### config.mk
export PLATFORM = sky130hd
export DESIGN_NAME = lock_attempt_ctrl_flat
export DESIGN_NICKNAME = d
export VERILOG_FILES = /design/src/rtl/lock_attempt_ctrl_if.sv /design/src/rtl/lock_attempt_ctrl.sv /design/src/flat_wrapper.sv
export SDC_FILE = /design/constraint.sdc
export NUM_CORES = 1
export LEC_CHECK = 0
export CORE_MARGIN = 4
export CORE_UTILIZATION = 50
export CTS_BUF_LIST = sky130_fd_sc_hd__clkbuf_2
export DETAILED_ROUTE_END_ITERATION = 12
export GPL_ROUTABILITY_DRIVEN = 0
export PLACE_DENSITY = 0.75
export SLEW_MARGIN = 20
export SYNTH_ARGS = -nofsm -noshare
export SYNTH_HDL_FRONTEND = slang
export SYNTH_SLANG_ARGS = --single-unit
export TNS_END_PERCENT = 30
### constraint.sdc
create_clock -name clk_i -period 1.8 [get_ports clk_i]
set_clock_uncertainty 0.2 [all_clocks]
set_input_delay 0.45 -clock clk_i [delete_from_list [all_inputs] [get_ports clk_i]]
set_output_delay 0.45 -clock clk_i [all_outputs]
set_load 0.02 [all_outputs]
### src/rtl/lock_attempt_ctrl_if.sv
// Signal bundle between the lock supervisor and its user: code-entry handshake in,
// lock status out. The master drives requests; the slave is the supervisor.
interface lock_attempt_ctrl_if #(
  parameter int DIGITS    = 4,
  parameter int DIGIT_W   = 4,
  parameter int MAX_TRIES = 3
);
  localparam int CODE_W = DIGITS * DIGIT_W;
  localparam int FAIL_W = $clog2(MAX_TRIES + 1);

  logic              entered_i;
  logic [CODE_W-1:0] code_i;
  logic              lock_i;
  logic              program_i;
  logic              unlocked_o;
  logic              lockout_o;
  logic [FAIL_W-1:0] fail_cnt_o;
  logic              restart_o;

  modport master (
    output entered_i, code_i, lock_i, program_i,
    input  unlocked_o, lockout_o, fail_cnt_o, restart_o
  );

  modport slave (
    input  entered_i, code_i, lock_i, program_i,
    output unlocked_o, lockout_o, fail_cnt_o, restart_o
  );
endinterface

### src/rtl/lock_attempt_ctrl.sv
// Combination-lock supervisor: checks entered codes, counts failures, enforces a timed
// lockout, auto-relocks after idling and lets the code be changed while unlocked.
module lock_attempt_ctrl #(
  parameter int                         DIGITS         = 4,
  parameter int                         DIGIT_W        = 4,
  parameter int                         MAX_TRIES      = 3,
  parameter int                         LOCKOUT_CYCLES = 1000,
  parameter int                         UNLOCK_CYCLES  = 500,
  parameter logic [DIGITS*DIGIT_W-1:0]  DEFAULT_CODE   = 16'h1234
) (
  input  logic                clk_i,
  input  logic                rst_i,
  lock_attempt_ctrl_if.slave  bus
);
  localparam int CODE_W  = DIGITS * DIGIT_W;
  localparam int FAIL_W  = $clog2(MAX_TRIES + 1);
  localparam int TMAX    = (LOCKOUT_CYCLES > UNLOCK_CYCLES) ? LOCKOUT_CYCLES : UNLOCK_CYCLES;
  localparam int TIMER_W = $clog2(TMAX);

  localparam logic [FAIL_W-1:0]  MAX_CNT    = FAIL_W'(MAX_TRIES);
  localparam logic [FAIL_W-1:0]  LAST_CNT   = FAIL_W'(MAX_TRIES - 1);
  localparam logic [TIMER_W-1:0] UNLOCK_LD  = TIMER_W'(UNLOCK_CYCLES - 1);
  localparam logic [TIMER_W-1:0] LOCKOUT_LD = TIMER_W'(LOCKOUT_CYCLES - 1);

  typedef enum logic [2:0] {
    S_LOCKED,
    S_CHECK,
    S_UNLOCKED,
    S_PROGRAM,
    S_LOCKOUT
  } state_t;

  state_t              r_state;
  logic [CODE_W-1:0]   r_stored;
  logic [CODE_W-1:0]   r_cand;
  logic [FAIL_W-1:0]   r_failCnt;
  logic [TIMER_W-1:0]  r_timer;
  logic                r_unlocked;
  logic                r_lockout;
  logic                r_restart;

  logic                w_match;
  logic                w_lastTry;
  logic                w_timerZero;

  assign w_match     = (r_cand == r_stored);
  assign w_lastTry   = (r_failCnt == LAST_CNT);
  assign w_timerZero = (r_timer == '0);

  // Timers are reloaded on entry and only tested for zero, so the dwell is load+1 cycles.
  always_ff @(posedge clk_i) begin
    if (rst_i) begin
      r_state    <= S_LOCKED;
      r_stored   <= DEFAULT_CODE;
      r_cand     <= '0;
      r_failCnt  <= '0;
      r_timer    <= '0;
      r_unlocked <= 1'b0;
      r_lockout  <= 1'b0;
      r_restart  <= 1'b0;
    end else begin
      r_restart <= 1'b0;
      unique case (r_state)
        S_LOCKED: begin
          if (bus.entered_i) begin
            r_cand  <= bus.code_i;
            r_state <= S_CHECK;
          end
        end
        S_CHECK: begin
          if (w_match) begin
            r_state    <= S_UNLOCKED;
            r_failCnt  <= '0;
            r_timer    <= UNLOCK_LD;
            r_unlocked <= 1'b1;
          end else if (w_lastTry) begin
            r_state   <= S_LOCKOUT;
            r_failCnt <= MAX_CNT;
            r_timer   <= LOCKOUT_LD;
            r_lockout <= 1'b1;
          end else begin
            r_state   <= S_LOCKED;
            r_failCnt <= r_failCnt + FAIL_W'(1);
            r_restart <= 1'b1;
          end
        end
        S_UNLOCKED: begin
          if (bus.lock_i || (!bus.program_i && w_timerZero)) begin
            r_state    <= S_LOCKED;
            r_unlocked <= 1'b0;
            r_restart  <= 1'b1;
          end else if (bus.program_i) begin
            r_state   <= S_PROGRAM;
            r_restart <= 1'b1;
          end else begin
            r_timer <= r_timer - TIMER_W'(1);
          end
        end
        // A relock request abandons programming without touching the stored code.
        S_PROGRAM: begin
          if (bus.lock_i || bus.entered_i) begin
            if (!bus.lock_i) begin
              r_stored <= bus.code_i;
            end
            r_state    <= S_LOCKED;
            r_unlocked <= 1'b0;
            r_restart  <= 1'b1;
          end
        end
        S_LOCKOUT: begin
          if (w_timerZero) begin
            r_state   <= S_LOCKED;
            r_lockout <= 1'b0;
            r_failCnt <= '0;
            r_restart <= 1'b1;
          end else begin
            r_timer <= r_timer - TIMER_W'(1);
          end
        end
        default: begin
          r_state <= S_LOCKED;
        end
      endcase
    end
  end

  assign bus.unlocked_o = r_unlocked;
  assign bus.lockout_o  = r_lockout;
  assign bus.fail_cnt_o = r_failCnt;
  assign bus.restart_o  = r_restart;
endmodule

### src/flat_wrapper.sv
// flat-port wrapper written by rule: the top's interface ports become plain ports
module lock_attempt_ctrl_flat 
#(
  parameter int                         DIGITS         = 4,
  parameter int                         DIGIT_W        = 4,
  parameter int                         MAX_TRIES      = 3,
  parameter int                         LOCKOUT_CYCLES = 1000,
  parameter int                         UNLOCK_CYCLES  = 500,
  parameter logic [DIGITS*DIGIT_W-1:0]  DEFAULT_CODE   = 16'h1234
)
  (clk_i, rst_i, bus_entered_i, bus_code_i, bus_lock_i, bus_program_i, bus_unlocked_o, bus_lockout_o, bus_fail_cnt_o, bus_restart_o);
  lock_attempt_ctrl_if #(.DIGITS(DIGITS), .DIGIT_W(DIGIT_W), .MAX_TRIES(MAX_TRIES)) bus_i ();
  input  logic clk_i;
  input  logic rst_i;
  input wire logic [$bits(bus_i.entered_i)-1:0] bus_entered_i;
  input wire logic [$bits(bus_i.code_i)-1:0] bus_code_i;
  input wire logic [$bits(bus_i.lock_i)-1:0] bus_lock_i;
  input wire logic [$bits(bus_i.program_i)-1:0] bus_program_i;
  output wire logic [$bits(bus_i.unlocked_o)-1:0] bus_unlocked_o;
  output wire logic [$bits(bus_i.lockout_o)-1:0] bus_lockout_o;
  output wire logic [$bits(bus_i.fail_cnt_o)-1:0] bus_fail_cnt_o;
  output wire logic [$bits(bus_i.restart_o)-1:0] bus_restart_o;
  assign bus_i.entered_i = bus_entered_i;
  assign bus_i.code_i = bus_code_i;
  assign bus_i.lock_i = bus_lock_i;
  assign bus_i.program_i = bus_program_i;
  assign bus_unlocked_o = bus_i.unlocked_o;
  assign bus_lockout_o = bus_i.lockout_o;
  assign bus_fail_cnt_o = bus_i.fail_cnt_o;
  assign bus_restart_o = bus_i.restart_o;
  lock_attempt_ctrl #(.DIGITS(DIGITS), .DIGIT_W(DIGIT_W), .MAX_TRIES(MAX_TRIES), .LOCKOUT_CYCLES(LOCKOUT_CYCLES), .UNLOCK_CYCLES(UNLOCK_CYCLES), .DEFAULT_CODE(DEFAULT_CODE)) u_core (.clk_i(clk_i), .rst_i(rst_i), .bus(bus_i));
endmodule
* Yosys cells after proc, flatten, opt, wreduce, memory -nomap -nowiden
Cells that the tools add are included.
W data, S select, Z words.
** Storage, ports and cells
- Memories kept :: 0
- Bits in latches :: 0
- Register bits :: 50
- Word-level logic and storage cells :: 78
- Memory bits (writable) :: 0
- Memory bits (read-only) :: 0
- Output and inout bits :: 5
** Cells by class
- Div/mod/pow operators :: 0
- Multiplexer cells :: 33
- Eq/ne operators :: 18
- Reductions and logical operators :: 16
- Shift operators :: 0
- Bitwise operators :: 1
- $mul :: 0
- $add $sub $neg :: 2
- Magnitude comparators :: 0
** Operator list (count)
- $mux W10 :: 5
- $pmux W10 S3 :: 1
- $mux W3 :: 7
- $eq A16 B16 Y1 :: 1
- $pmux W3 S5 :: 1
- $mux W1 :: 12
- $reduce_and A4 Y1 :: 3
- $logic_not A10 Y1 :: 1
- $ne A2 B1 Y1 const B :: 5
- $ne A2 B2 Y1 const B :: 5
- $sub A10 B1 Y10 const B :: 1
- $eq A3 B2 Y1 const B :: 2
- $mux W2 :: 3
- $reduce_bool A3 Y1 :: 2
- $reduce_and A5 Y1 :: 1
- $pmux W1 S4 :: 1
- $pmux W2 S2 :: 1
- $reduce_and A2 Y1 :: 2
- $eq A3 B1 Y1 const B :: 1
- $eq A3 B3 Y1 const B :: 1
- $logic_not A3 Y1 :: 1
- $ne A3 B1 Y1 const B :: 1
- $ne A3 B2 Y1 const B :: 1
- $pmux W1 S3 :: 1
- other kinds (9) :: 10

* Depth between registers and ports, before layout
Gate-level depths: netlist of the first run.
- Depth in word-level cells :: 5
- Gate-level depth with buffers :: 8

* Least setup slack after synthesis of the first run
Ideal clock, no wire load.
- Path type :: input to register
- Start point :: input bus_lock_i
- End point :: register u_core.r_timer[5]
- Required time :: 1.509 ns
- Path slack :: -0.176 ns
- Path buffers :: 1
- Setup time :: 0.091 ns
- Cell stages on the path :: 7
- Arrival :: 1.685 ns
- Path through :: or2_1 -> and3_4 -> o21bai_4 -> a211oi_2 -> buf_6 -> a21oi_2 -> a311oi_1
** Between the ends
- Cells in the longest elaborated chain, start to end :: 3
** RTL lines
- start, declared :: line flat_wrapper.sv:17 : input wire logic [$bits(bus_i.lock_i)-1:0] bus_lock_i;
- $logic_or A1 B1 Y1 :: line lock_attempt_ctrl.sv:88 : if (bus.lock_i || (!bus.program_i && w_timerZero)) begin
- $ne A2 B2 Y1 (no line)
- $reduce_and A5 Y1 (no line)
- end signal, assigned :: line lock_attempt_ctrl.sv:96 : r_timer <= r_timer - TIMER_W'(1);
- end signal, assigned :: line lock_attempt_ctrl.sv:117 : r_timer <= r_timer - TIMER_W'(1);
- end, declared :: line lock_attempt_ctrl.sv:37 : logic [TIMER_W-1:0] r_timer;
No other way between the ends.
A chain may end at the register's enable or synchronous reset.

* Final worst setup path of the first run
- Start point :: register u_core.r_cand[3]
- End point :: register u_core.r_timer[8]
** Between the ends
- Cells in the longest elaborated chain, start to end :: 3
- Elaborated cells on any way between the ends :: 5
- Classes of those cells :: eq/ne: 2; mux: 2; reduce/logical: 1
** RTL lines
- start, declared :: line lock_attempt_ctrl.sv:35 : logic [CODE_W-1:0] r_cand;
- start signal, assigned :: line lock_attempt_ctrl.sv:66 : r_cand <= bus.code_i;
- $eq A16 B16 Y1 (*) :: line lock_attempt_ctrl.sv:46 : assign w_match = (r_cand == r_stored);
- $ne A3 B1 Y1 (no line) / $mux W10 (equally long branches)
- $reduce_and A5 Y1 (no line) / $pmux W10 S3 (equally long branches)
Mark *: on every way between the ends. The rest lies on a longest branch, timed or not.

==> results.txt, run 1 <==
Yosys warns: 0
Avg Inst Size Synth: 8.34 sq um
Worst vdd ir: 0.402 mV
H-Tree Depth: 2
RSZ-0062 raised after global routing: yes
Compound-Gate Fraction of Synth Area: 19.2%
CTS Buffer Depth: 2
Final ANT Viol Nets: 0
Hold Crit Class: reg2reg
Global-route wire length before repair: 9420 um
Most used DFF post-synth: dfxtp_1
Final WS setup: -0.273 ns
Power per Cell Area: 686 nW/um^2
Syn Nets: 316
CTS Sinks: 50
Synthesized instance count: 292
Post-synthesis sequential area ratio: 41.1%
Vias in the first global route: 2044
DP Worst Slack: -0.568 ns
TritonCTS clock tree: done
Count of state elements after synthesis: 50
Final Critical Period: 2.07 ns
Largest net degree at the start of global routing: 51
Die Y: 77.8 um
Initial drt markers: 149
Num ports: 26
Worst Tran Pin Value: 0.341 ns
Fmax: 482 MHz
DIE AREA: 6050 sq um
CP Max Fanout: 11
Max Slew Vio Count: 0
Mapped Area: 2440 sq um
Port bufs: 25
Initial core utilization: 51.6%
Worst EP required: 1.95 ns
Vias: 2230
Hpwl dp: 3900 um
Main combinational cell family by area after synthesis: simple AND/OR/NAND/NOR gates
DRT Wirelength: 5560 um
Row count: 25
Crit Path Class: reg2reg
Max_cap viols: 0
EDFF count, synth: 0
Post-synthesis mux area share: 4.93%
Layout cells sized above 1: 24.3%
Num CTS Buffers: 5
Grt ovf: 0
Clock transition at path regs: 0.25 ns
Synth-to-layout area growth: 31.0%
Clock tree root buffer cell: clkbuf_2
CORE AREA: 4720 sq um
Violated checks: negative setup slack
Die X: 77.8 um
Nets: 374
Final setup vio count: 18
Post-synth ARST share: 0%
# DRC: 0
Status: complete, but fails checks
Initial DRT Pass Iterations: 4
Final Cycle Share: 115%
GRT Util Overall: 18.9%
Clk_lat worst skew: 0.43 ns
Simple-Gate Fraction of Synth Area: 22.2%
Vias per std cell: 5.35
Diodes inserted: 0
Post-synthesis adder-cell area fraction: 1.54%
Initial antenna violation count: 0
Leakage: 1.37 nW
Crit path launch type: flop
Post-layout util: 67.5%
Slew Limit Headroom: 77.2%
Synth unique cells: 47
Hold Vio Cnt, Final: 0
WL/cell: 13.3 um
XOR/XNOR share of the synthesized area: 6.11%
Critical Path AT: 2.23 ns
Critical Path Sink Type: flop
-- synth_stat cells (5+ instances only) --
cell,count,area share (%)
a31oi_1,6,1.5
a211o_1,5,1.8
inv_1,8,1.2
a311oi_1,6,2.2
dfxtp_1,50,41
o21ai_0,10,2.1
nor2_1,36,5.5
nand2_1,39,6.0
clkbuf_1,11,1.7
xor2_1,16,5.8
nand2b_1,5,1.3
nand3_1,8,1.6
nor4_1,6,1.5
a21oi_1,24,4.9
mux2i_1,12,4.9
-- stage by stage --
| stage | instance area, sq um | TNS (ns) | hold WS [ns] | power (mW) | instances |
|---|---|---|---|---|---|
| after floorplan | 2440 | -0.641 | 0.248 | 1.40 | 292 |
| after global placement | 3050 | -13.08 | 0.253 | 1.58 | 410 |
| after detailed placement | 3050 | -14.05 | 0.251 | 1.59 | 410 |
| after CTS | 3150 | -2.66 | 0.282 | 2.19 | 417 |
| after global routing | 3190 | -5.47 | 0.301 | 2.29 | 417 |
| final | 3190 | -2.54 | 0.277 | 2.19 | 417 |
-- worst max-delay path: stages (launching register included) --
cell and delay (ns):
dfxtp_2 0.38, xor2_1 0.17, nor4_2 0.30, nand4_1 0.21
a211oi_2 0.26, buf_6 0.19, a21oi_2 0.06, a311oi_1 0.22
-- report_power, final --
part	total (mW)	switching, mW	internal (mW)
registers	1.18	0.0299	1.15
clock network	0.591	0.361	0.230
logic	0.413	0.201	0.212
-- layer usage --
| layer | vias to the layer above | GRT usage [%] | wire, um |
|---|---|---|---|
| met5 | - | 0 | 0 |
| li1 | 1135 | - | - |
| met1 | 1031 | 26.3 | 2520 |
| met2 | 59 | 29.9 | 2710 |
| met4 | 0 | 6.58 | 61 |
| met3 | 5 | 2.67 | 280 |
-- logic make-up (layout without fill, tap and decap cells) --
kind of cell             Yosys count  after routing
adder cells (fa/ha/maj)            3              3
AO/OA/AOI/OAI                     69             69
buffers and inverters             27             85
XOR/XNOR                          17             17
multiplexers                      12             12
flip-flops                        50             50
AND/OR/NAND/NOR                  114            114
-- layout by cell type (no fill, tap or decap), drive strengths merged, types with 4 or more instances in the layout --
master	Yosys	layout
a211o	5	5
a211oi	4	4
a21oi	28	28
a311oi	6	6
a31oi	6	6
buf	7	44
clkbuf	11	5
clkdlybuf4s15	0	5
clkdlybuf4s50	0	20
dfxtp	50	50
inv	9	9
mux2i	12	12
nand2	39	39
nand2b	5	5
nand3	8	8
nor2	37	37
nor4	7	7
o21ai	10	10
xor2	16	16
-- what timing repair did --
action | 4_1_cts | 5_1_grt
buffers inserted | 0 | 0
gates resized for setup | 20 | 13
endpoints found under the setup margin | 27 | 36
hold buffers | 0 | 0
pin swaps | 3 | 3
-- area by class of cell --
type / instances / area (sq um)
clock inverters: 2 / 38.8
inverters: 9 / 33.8
well taps: 67 / 83.8
repair buffers: 69 / 627
fillers: 390 / 1530
flip-flops and latches: 50 / 1010
multi-input cells: 215 / 1370
clock buffers: 5 / 25.0
-- state kept, by name (all words and copies together), names as in the netlist --
register               count
u_core.bus.fail_cnt_o      2
u_core.bus.lockout_o       1
u_core.bus.restart_o       1
u_core.bus.unlocked_o      1
u_core.r_cand             16
u_core.r_state             3
u_core.r_stored           16
u_core.r_timer            10
-- path summary, 6_finish.rpt --
check / startpoint / end / slack (ns) / cells after the start
setup reg to reg: u_core.r_cand[3] / u_core.r_timer[8] / -0.27 / 7
hold reg to reg: u_core.r_cand[8] / u_core.r_cand[8] / 0.28 / 2
hold / removal: u_core.r_cand[8] / u_core.r_cand[8] / 0.28 / 2
setup / recovery: u_core.r_cand[3] / u_core.r_timer[8] / -0.27 / 7
No activity file was read; power rests on OpenSTA's default activity.
==> run 2: changes to the inputs <==
--- a/config.mk
+++ b/config.mk
@@ -10,7 +10,7 @@
 export CTS_BUF_LIST = sky130_fd_sc_hd__clkbuf_2
 export DETAILED_ROUTE_END_ITERATION = 12
 export GPL_ROUTABILITY_DRIVEN = 0
-export PLACE_DENSITY = 0.75
+export PLACE_DENSITY = 0.72
 export SLEW_MARGIN = 20
 export SYNTH_ARGS = -nofsm -noshare
 export SYNTH_HDL_FRONTEND = slang
==> constraint.sdc (replaced) <==
create_clock -name clk_i -period 2.3 [get_ports clk_i]
set_clock_uncertainty 0.2 [all_clocks]
set_input_delay 0.575 -clock clk_i [delete_from_list [all_inputs] [get_ports clk_i]]
set_output_delay 0.575 -clock clk_i [all_outputs]
set_load 0.02 [all_outputs]
==> results.txt, run 2 (synthesis results as in run 1) <==
Max Slew Vio Count: 0 (unchanged)
Vias in the first global route: 2037 (-0.34%)
R2r setup slk: 0.15 ns (+0.42 ns)
Num CTS Buffers: 5 (unchanged)
Die Y: 77.8 um (unchanged)
RSZ-0062 raised after global routing: no
Worst Tran Pin Value: 0.430 ns (+0.0898 ns)
Die X: 77.8 um (unchanged)
Final ANT Viol Nets: 0 (unchanged)
Final setup vio count: 0 (-18)
Grt ovf: 0 (unchanged)
Initial antenna violation count: 0 (unchanged)
DIE AREA: 6050 sq um (unchanged)
Fmax: 454 MHz
Min-delay src: u_core.bus.lockout_o
TritonCTS clock tree: done
Placed cell count: 385 (-6.1%)
CP Max Fanout: 2 (-9)
Row count: 25 (unchanged)
Crit-path cells: clkdlybuf4s50_1
Design Power: 1.53 mW (-30%)
Commonest non-fill, non-tap cells in the layout: dfxtp_1, nand2_1, nor2_1, a21oi_1, clkdlybuf4s50_1
CORE AREA: 4720 sq um (unchanged)
Power per Cell Area: 527 nW/um^2 (-23%)
Leakage: 1.24 nW (-9.4%)
Clock transition at path regs: 0.24 ns (about the same)
Layout cells sized above 1: 12.3% (-12 points)
CTS Sinks: 50 (unchanged)
Final cell count without fillers: 392 (-6.0%)
Vias: 2091 (-6.2%)
Hpwl dp: 3650 um (-6.5%)
# DRC: 0 (unchanged)
Hold Crit Class: reg2reg
Worst EP required: 1.52 ns (-0.43 ns)
Final WS setup: 0.0993 ns (+0.372 ns)
Critical Path Sink Type: output port
Crit Path Class: reg2out
Clock tree root buffer cell: clkbuf_2
CTS Buffer Depth: 2 (unchanged)
Top flop regs: u_core.r_cand (16), u_core.r_stored (16), u_core.r_timer (10)
Synth-to-layout area growth: 18.9%
Largest net degree at the start of global routing: 51 (unchanged)
Post-CTS Hold Buffers: 0 (unchanged)
Num ports: 26 (unchanged)
Critical Path AT: 1.43 ns (-0.80 ns)
GRT Util Overall: 18.1% (-0.85 points)
WL/cell: 13.2 um (-0.78%)
Worst Setup SP: u_core.bus.lockout_o
Global-route wire length before repair: 8860 um (-5.9%)
Total negative slack: 0 ns (+2.54 ns)
Buf/Inv on CP: 1 (unchanged)
Initial DRT Pass Iterations: 4 (unchanged)
Crit-path max cell delay: 0.61 ns (+0.23 ns)
Hold Vio Cnt, Final: 0 (unchanged)
Initial core utilization: 51.6% (unchanged)
Vias per std cell: 5.33 (-0.25%)
H-Tree Depth: 2 (unchanged)
Max_cap viols: 0 (unchanged)
Nets: 349 (-6.7%)
DP Worst Slack: -0.286 ns (+0.282 ns)
Status: complete, no violations
Post-layout util: 61.3% (-6.2 points)
Clk_lat worst skew: 0.43 ns (about the same)
Diodes inserted: 0 (unchanged)
Crit path launch type: flop
Port bufs: 25 (unchanged)
Worst vdd ir: 0.403 mV (+0.18%)
Slew Limit Headroom: 71.0% (-6.2 points)
DRT Wirelength: 5190 um (-6.7%)
CP top delay family: buffers and inverters
Final Cycle Share: 95.7%
Slowest CP cell: clkdlybuf4s50_1
Final Critical Period: 2.20 ns
Initial drt markers: 134 (-10%)
Most common cell after layout, fill and taps aside: dfxtp_1
RR Startpoint: u_core.r_cand[2]
run 2: path summary, 6_finish.rpt:
check | to | cells past startpoint
worst max-delay path | bus_lockout_o | 1
worst min-delay path | u_core.bus.lockout_o | 2
worst max register to register | u_core.r_timer[7] | 7
worst min register to register | u_core.bus.lockout_o | 2
run 2: routing by layer:
metal	track usage, %	routed length (um)	vias up
li1	-	-	1073
met1	21.2	2430	962
met5	0	0	-
met2	31.3	2460	48
met4	7.83	74	0
met3	4.18	230	8
run 2: report_power, final:
part | total [mW] | internal, mW | switching, mW
logic | 0.249 | 0.120 | 0.130
registers | 0.929 | 0.901 | 0.0280
clock network | 0.349 | 0.0678 | 0.281
run 2: worst min-delay path: cells and delay by family (launching register included):
family          cells  cell delay, ns
flops               1            0.37
simple gates        1            0.05
compound gates      1            0.05
run 2: cell type report:
class | count | area (sq um)
fill | 423 | 1830
multi-input combinational | 215 | 1320
sequential | 50 | 1000
timing repair buffer | 44 | 423
tap | 67 | 83.8
inverter | 9 | 33.8
clock buffer | 5 | 25.0
clock inverter | 2 | 15.0
run 2: metrics by stage:
step / instance area [sq um] / hold slack, ns
after detailed placement: 2850 / 0.259
after floorplan: 2440 / 0.248
after CTS: 2890 / 0.286
after global placement: 2850 / 0.254
final: 2900 / 0.281
after global routing: 2900 / 0.300
run 2: timing repair:
item	4_1_cts	5_1_grt
hold endpoints to repair	0	0
setup buffers	0	0
resized for setup	0	2
endpoints found under the setup margin	0	2
==> edit 1 (flow settings as in run 2) <==
Re-encode `state_t` (5 states) as Gray code, 3 bits wide.
--- a/src/rtl/lock_attempt_ctrl.sv
+++ b/src/rtl/lock_attempt_ctrl.sv
@@ -23,11 +23,11 @@
   localparam logic [TIMER_W-1:0] LOCKOUT_LD = TIMER_W'(LOCKOUT_CYCLES - 1);
 
   typedef enum logic [2:0] {
-    S_LOCKED,
-    S_CHECK,
-    S_UNLOCKED,
-    S_PROGRAM,
-    S_LOCKOUT
+    S_LOCKED   = 3'b000,
+    S_CHECK    = 3'b001,
+    S_UNLOCKED = 3'b011,
+    S_PROGRAM  = 3'b010,
+    S_LOCKOUT  = 3'b110
   } state_t;
 
   state_t              r_state;
Function: same outputs for any inputs over 10 cycles, from zero or initial values and one cycle with rst_i high; not proved beyond that.
==> edit 1 against run 2 <==
- sequential cell count did not move
- worst setup slack lost 0.014 ns
- worst hold slack lost 0.0089 ns
- core utilization grew 0.92 points
- sequential share of layout area grew 1.6 points
- count of clock-buffer cells in the layout did not move
- area after synthesis down 3.5%
- routed wire length fell by 4.9%
- total power grew 14%
- fmax decreased by 0.63%
- final area down 4.5%
- critical path type unchanged
- highest routed layer unchanged
==> edit 1: results (changes against run 2) <==
Detailed routing
  • Drt pass-1 iters: 4 (unchanged)
  • Iter 0 DRT Violations: 132 (was 134)
  • Avg WL per Cell: 13.6 um (was 13.2 um)
  • Via density: 5.53 (was 5.33)

Power
  • Int Pwr: 1.18 mW (was 1.09 mW)
  • VDD IR max: 0.451 mV (was 0.403 mV)
  • Leak pwr: 1.19 nW (was 1.24 nW)

CTS
  • Clock Latency Late Sink: 0.45 ns (was 0.43 ns)
  • Clock transition at the registers of the reported paths: 0.27 ns (was 0.24 ns)
  • Clk root buf: clkbuf_2 (unchanged)
  • CTS H-tree depth: 2 (unchanged)

Synthesis
  • Ranking of synthesized cells by instance count: 50 x dfxtp_1, 46 x nand2_1, 31 x nor2_1, 29 x a21oi_1, 17 x xor2_1 (was 50 x dfxtp_1, 39 x nand2_1, 36 x nor2_1, 24 x a21oi_1, 16 x xor2_1)
  • Register area share after synthesis: 42.6% (was 41.1%)
  • Syn nets: 304 (was 316)
  • Async set-reset flop share out of synthesis: 0% (unchanged)
  • Synth Warn #: 0 (unchanged)
  • Top cells by area, synth: dfxtp_1 43%, nand2_1 7.3%, mux2i_1 6.8%, xor2_1 6.3%, a21oi_1 6.2% (was dfxtp_1 41%, nand2_1 6.0%, xor2_1 5.8%, nor2_1 5.5%, a21oi_1 4.9%)
  • Synth unique cells: 40 (was 47)

Worst setup path
  • Critical path's slowest cell: clkdlybuf4s50_1 (unchanged)
  • CP peak stage delay: 0.60 ns
  • Reg2Reg Depth: 6 (was 7)
  • Crit path DAT: 1.44 ns
  • Delay-heaviest family, CP: buffers and inverters (unchanged)

GRT
  • Met1 usage: 22.4% (was 21.2%)
  • Met3 Usage GRT: 3.55% (was 4.18%)
  • GRT Overall Usage: 17.4% (was 18.1%)
  • Met2 Usage GRT: 28.5% (was 31.3%)
  • First-pass GRT wire length: 8490 um (was 8860 um)
  • Initial antenna violation count: 0 (unchanged)
  • Largest net degree at the start of global routing: 25 (was 51)
  • Vias in the first global route: 1915 (was 2037)

Layout
  • Top Registers: u_core.r_cand x16, u_core.r_stored x16, u_core.r_timer x10 (unchanged)
  • Fraction of layout cells with a size suffix above 1: 10.0% (was 12.3%)
  • NumNets Final: 333 (was 349)

Place
  • Port buffer count: 25 (unchanged)
  • Post-DP HPWL: 3540 um (was 3650 um)
  • Placed inst area: 0.00269 sq mm (was 0.00285 sq mm)

Worst hold path
  • Hold Crit Depth: 2 (unchanged)

Timing
  • Actual slew at the worst max-slew pin: 0.440 ns (was 0.430 ns)

Run status
  • Outcome: completed (unchanged)
-- edit 1: changes by cell type in the layout (fill, tap and decap cells not counted), sizes merged, moves of 4 or more --
cell,run 2,this run
a21oi,28,33
nand3,8,2
a211o,5,1
nor2,37,31
nor3,1,7
nand2,39,46
mux2i,12,16
buf,19,12
-- edit 1: power by group through the flow --
stage	sequential, mW	combinational (mW)	clock, mW
2_1_floorplan	0.976	0.246	0
3_3_place_gp	0.986	0.349	0
3_5_place_dp	0.989	0.354	0
4_1_cts	0.973	0.356	0.415
5_1_grt	0.982	0.400	0.458
6_report	0.973	0.358	0.404
-- edit 1: worst reg2reg max path, delay by kind of cell, from the launching register on --
family | cells | cell delay, ns
flops | 1 | 0.38
compound gates | 3 | 0.66
simple gates | 2 | 0.75
xor+xnor | 1 | 0.16
-- edit 1: routing by layer --
layer	vias up	wire (um)
met2	43	2290
met4	0	72
met5	-	0
met3	7	193
met1	920	2380
li1	1032	-
-- edit 1: cells by family after synthesis --
family	Yosys count	share of synthesized area, %
compound gates	65	17.9
flops	50	42.6
mux	16	6.81
xor+xnor	17	6.33
fa+ha+maj	3	1.60
buf+inv	20	4.10
simple gates	109	20.7
-- edit 1: worst paths after layout --
kind | from | slack, ns | end
max reg2reg | u_core.r_cand[6] | 0.09 | u_core.r_timer[3]
min reg2reg | u_core.bus.lockout_o | 0.27 | u_core.bus.lockout_o
min | u_core.bus.lockout_o | 0.27 | u_core.bus.lockout_o
max | u_core.bus.unlocked_o | 0.09 | bus_unlocked_o
-- edit 1: stage by stage --
step,worst slack (ns),util [%],std cells
after floorplan,0.346,-,280
after global placement,-0.104,60.6,354
after detailed placement,-0.144,60.6,354
after CTS,0.0150,61.8,362
after global routing,0.000164,62.2,362
final,0.0855,62.2,362
-- edit 1: layout make-up --
cell class                      instances  area, sq um
Timing Repair Buffer                   37          358
Clock inverter                          3         28.8
Fill cell                             420         1680
Sequential cell                        50         1000
Clock buffer                            5         25.0
Tap cell                               52         65.1
Multi-Input combinational cell        210         1270
Inverter                                5         18.8
==> edit 2 (settings of run 2) <==
Without the edit above. `DIGIT_W` is set to 4 in 3 places; all go to 5.
--- a/src/rtl/lock_attempt_ctrl_if.sv
+++ b/src/rtl/lock_attempt_ctrl_if.sv
@@ -2,7 +2,7 @@
 // lock status out. The master drives requests; the slave is the supervisor.
 interface lock_attempt_ctrl_if #(
   parameter int DIGITS    = 4,
-  parameter int DIGIT_W   = 4,
+  parameter int DIGIT_W   = 5,
   parameter int MAX_TRIES = 3
 );
   localparam int CODE_W = DIGITS * DIGIT_W;
--- a/src/rtl/lock_attempt_ctrl.sv
+++ b/src/rtl/lock_attempt_ctrl.sv
@@ -2,7 +2,7 @@
 // lockout, auto-relocks after idling and lets the code be changed while unlocked.
 module lock_attempt_ctrl #(
   parameter int                         DIGITS         = 4,
-  parameter int                         DIGIT_W        = 4,
+  parameter int                         DIGIT_W        = 5,
   parameter int                         MAX_TRIES      = 3,
   parameter int                         LOCKOUT_CYCLES = 1000,
   parameter int                         UNLOCK_CYCLES  = 500,
--- a/src/flat_wrapper.sv
+++ b/src/flat_wrapper.sv
@@ -2,7 +2,7 @@
 module lock_attempt_ctrl_flat 
 #(
   parameter int                         DIGITS         = 4,
-  parameter int                         DIGIT_W        = 4,
+  parameter int                         DIGIT_W        = 5,
   parameter int                         MAX_TRIES      = 3,
   parameter int                         LOCKOUT_CYCLES = 1000,
   parameter int                         UNLOCK_CYCLES  = 500,
Interface: changed (resized bus_code_i); port bits go from 26 to 30. No check against the original RTL was run, so the function may have changed too.
==> edit 2 against run 2 <==
- the flow now finishes with violations (negative setup slack)
- final area grew 21%
- sequential share of layout area shrank 1.4 points
- area after synthesis grew 14%
- fmax shrank 5.3%
- worst setup slack lost 0.12 ns
- routed wire length grew 26%
- die area grew 12%
- sequential cell count grew 8
Power is not compared: it rests on default switching activity, and its combinational part moved more than twofold at a synthesized area within 25%.
==> edit 2: results (changes against run 2) <==
GRT
  • First-pass GRT wire length: 10600 um (was 8860 um)
  • GRT Overall Usage: 20.5% (was 18.1%)
  • Vias in the first global route: 2247 (was 2037)
  • Largest net degree at the start of global routing: 52 (was 51)
  • Initial antenna violation count: 0 (unchanged)

Detailed routing
  • Iter 0 DRT Violations: 210 (was 134)
  • Total Routed Length: 6520 um (was 5190 um)
  • Drt pass-1 iters: 5 (was 4)

Worst setup path
  • Critical Path Fanout Max: 5 (was 2)
  • FF-to-FF Start: u_core.r_timer[0] (was u_core.r_cand[2])
  • CP peak stage delay: 0.47 ns (was 0.61 ns)
  • Critical path's slowest cell: or4b_4 (was clkdlybuf4s50_1)
  • Worst setup path end: u_core.bus.restart_o (was bus_lockout_o)
  • Reg2Reg Depth: 8 (was 7)
  • Worst setup path startpoint: u_core.r_timer[0] (was u_core.bus.lockout_o)

Run status
  • Failing checks: negative setup slack
  • Outcome: finished with violations (was completed)

Synthesis
  • Ranking of synthesized cells by instance count: 88 x nand2_1, 58 x dfxtp_1, 48 x a21oi_1, 21 x xor2_1, 16 x clkbuf_1 (was 50 x dfxtp_1, 39 x nand2_1, 36 x nor2_1, 24 x a21oi_1, 16 x xor2_1)
  • Top cells by area, synth: dfxtp_1 42%, nand2_1 12%, a21oi_1 8.7%, xor2_1 6.6%, nand3_1 2.7% (was dfxtp_1 41%, nand2_1 6.0%, xor2_1 5.8%, nor2_1 5.5%, a21oi_1 4.9%)
  • Register area share after synthesis: 41.9% (was 41.1%)
  • Synth unique cells: 42 (was 47)
  • Syn nets: 374 (was 316)
  • Avg Cell Area, Syn: 8.00 sq um (was 8.34 sq um)
  • Synth Warn #: 0 (unchanged)

Timing
  • Slew HR: 72.7% (was 71.0%)
  • Min Hold Slack: 0.188 ns (was 0.281 ns)
  • # setup viols final: 2 (was 0)
  • Final setup margin: -0.0245 ns (was 0.0993 ns)
  • Total Neg Setup Slack: -0.0280 ns (was 0 ns)

Layout
  • Layout Cells excl Fill: 473 (was 392)
  • Fraction of layout cells with a size suffix above 1: 18.6% (was 12.3%)
  • NumNets Final: 426 (was 349)
  • Top Registers: u_core.r_cand x20, u_core.r_stored x20, u_core.r_timer x10 (was u_core.r_cand x16, u_core.r_stored x16, u_core.r_timer x10)

Worst hold path
  • Hold Crit Depth: 2 (unchanged)
  • Hold Crit Class: primary input to flip-flop (was flip-flop to flip-flop)
  • HP Start: rst_i (was u_core.bus.lockout_o)

CTS
  • Clock Latency Late Sink: 0.49 ns (was 0.43 ns)
  • CTS H-tree depth: 3 (was 2)
  • Num CTS Buffers: 9 (was 5)

Place
  • Cells after DPL: 456 (was 385)
  • Port buffer count: 29 (was 25)
  • Post-DP HPWL: 4350 um (was 3650 um)
## edit 2: cell count changes after synthesis, sizes merged, moves of 5 or more
cell    before  now
nand2       39   89
dfxtp       50   58
nand3        8   15
nor2        37   10
o21ai       10    2
a21oi       28   49
nor3         1    8
xor2        16   21
mux2i       12    1
clkbuf      11   17
nand3b       1    7
## edit 2: kinds of logic (layout without fill, tap and decap cells)
kind of cell / count (synthesis) / count (layout) / share of synthesized area, %
AO/OA/AOI/OAI: 74 / 75 / 16.9
adder cells (fa/ha/maj): 3 / 3 / 1.36
flip-flops: 58 / 58 / 41.9
AND/OR/NAND/NOR: 158 / 158 / 27.1
multiplexers: 1 / 1 / 0.362
buffers and inverters: 31 / 87 / 5.78
XOR/XNOR: 21 / 21 / 6.64
## edit 2: metal layers
metal / global-route usage [%] / routed length, um / vias to the layer above
li1: - / - / 1303
met1: 27.8 / 2960 / 1199
met2: 31.1 / 3090 / 60
met3: 6.07 / 405 / 8
met4: 6.64 / 61 / 0
met5: 0 / 0 / -
## edit 2: repair_timing
item,4_1_cts,5_1_grt
hold buffers,0,0
resized for setup,4,18
gates cloned,1,0
setup endpoints to repair,11,20
pin swaps,1,8
## edit 2: final cells by class
cell class              count  area (sq um)
inverters                   9          33.8
flip-flops and latches     58          1160
well taps                  70          87.6
clock inverters             7          77.6
repair buffers             62           581
clock buffers               9          45.0
multi-input cells         258          1530
fillers                   459          1720
## edit 2: through the flow
step	instance area, sq um	setup slack, ns
6_report	3510	-0.0245
4_1_cts	3450	-0.0203
2_1_floorplan	2770	0.0946
3_3_place_gp	3310	-0.350
3_5_place_dp	3310	-0.373
5_1_grt	3510	-0.145
## edit 2: power breakdown
group | internal [mW] | switching, mW
sequential | 1.07 | 0.0398
combinational | 0.316 | 0.350
clock | 0.260 | 0.420
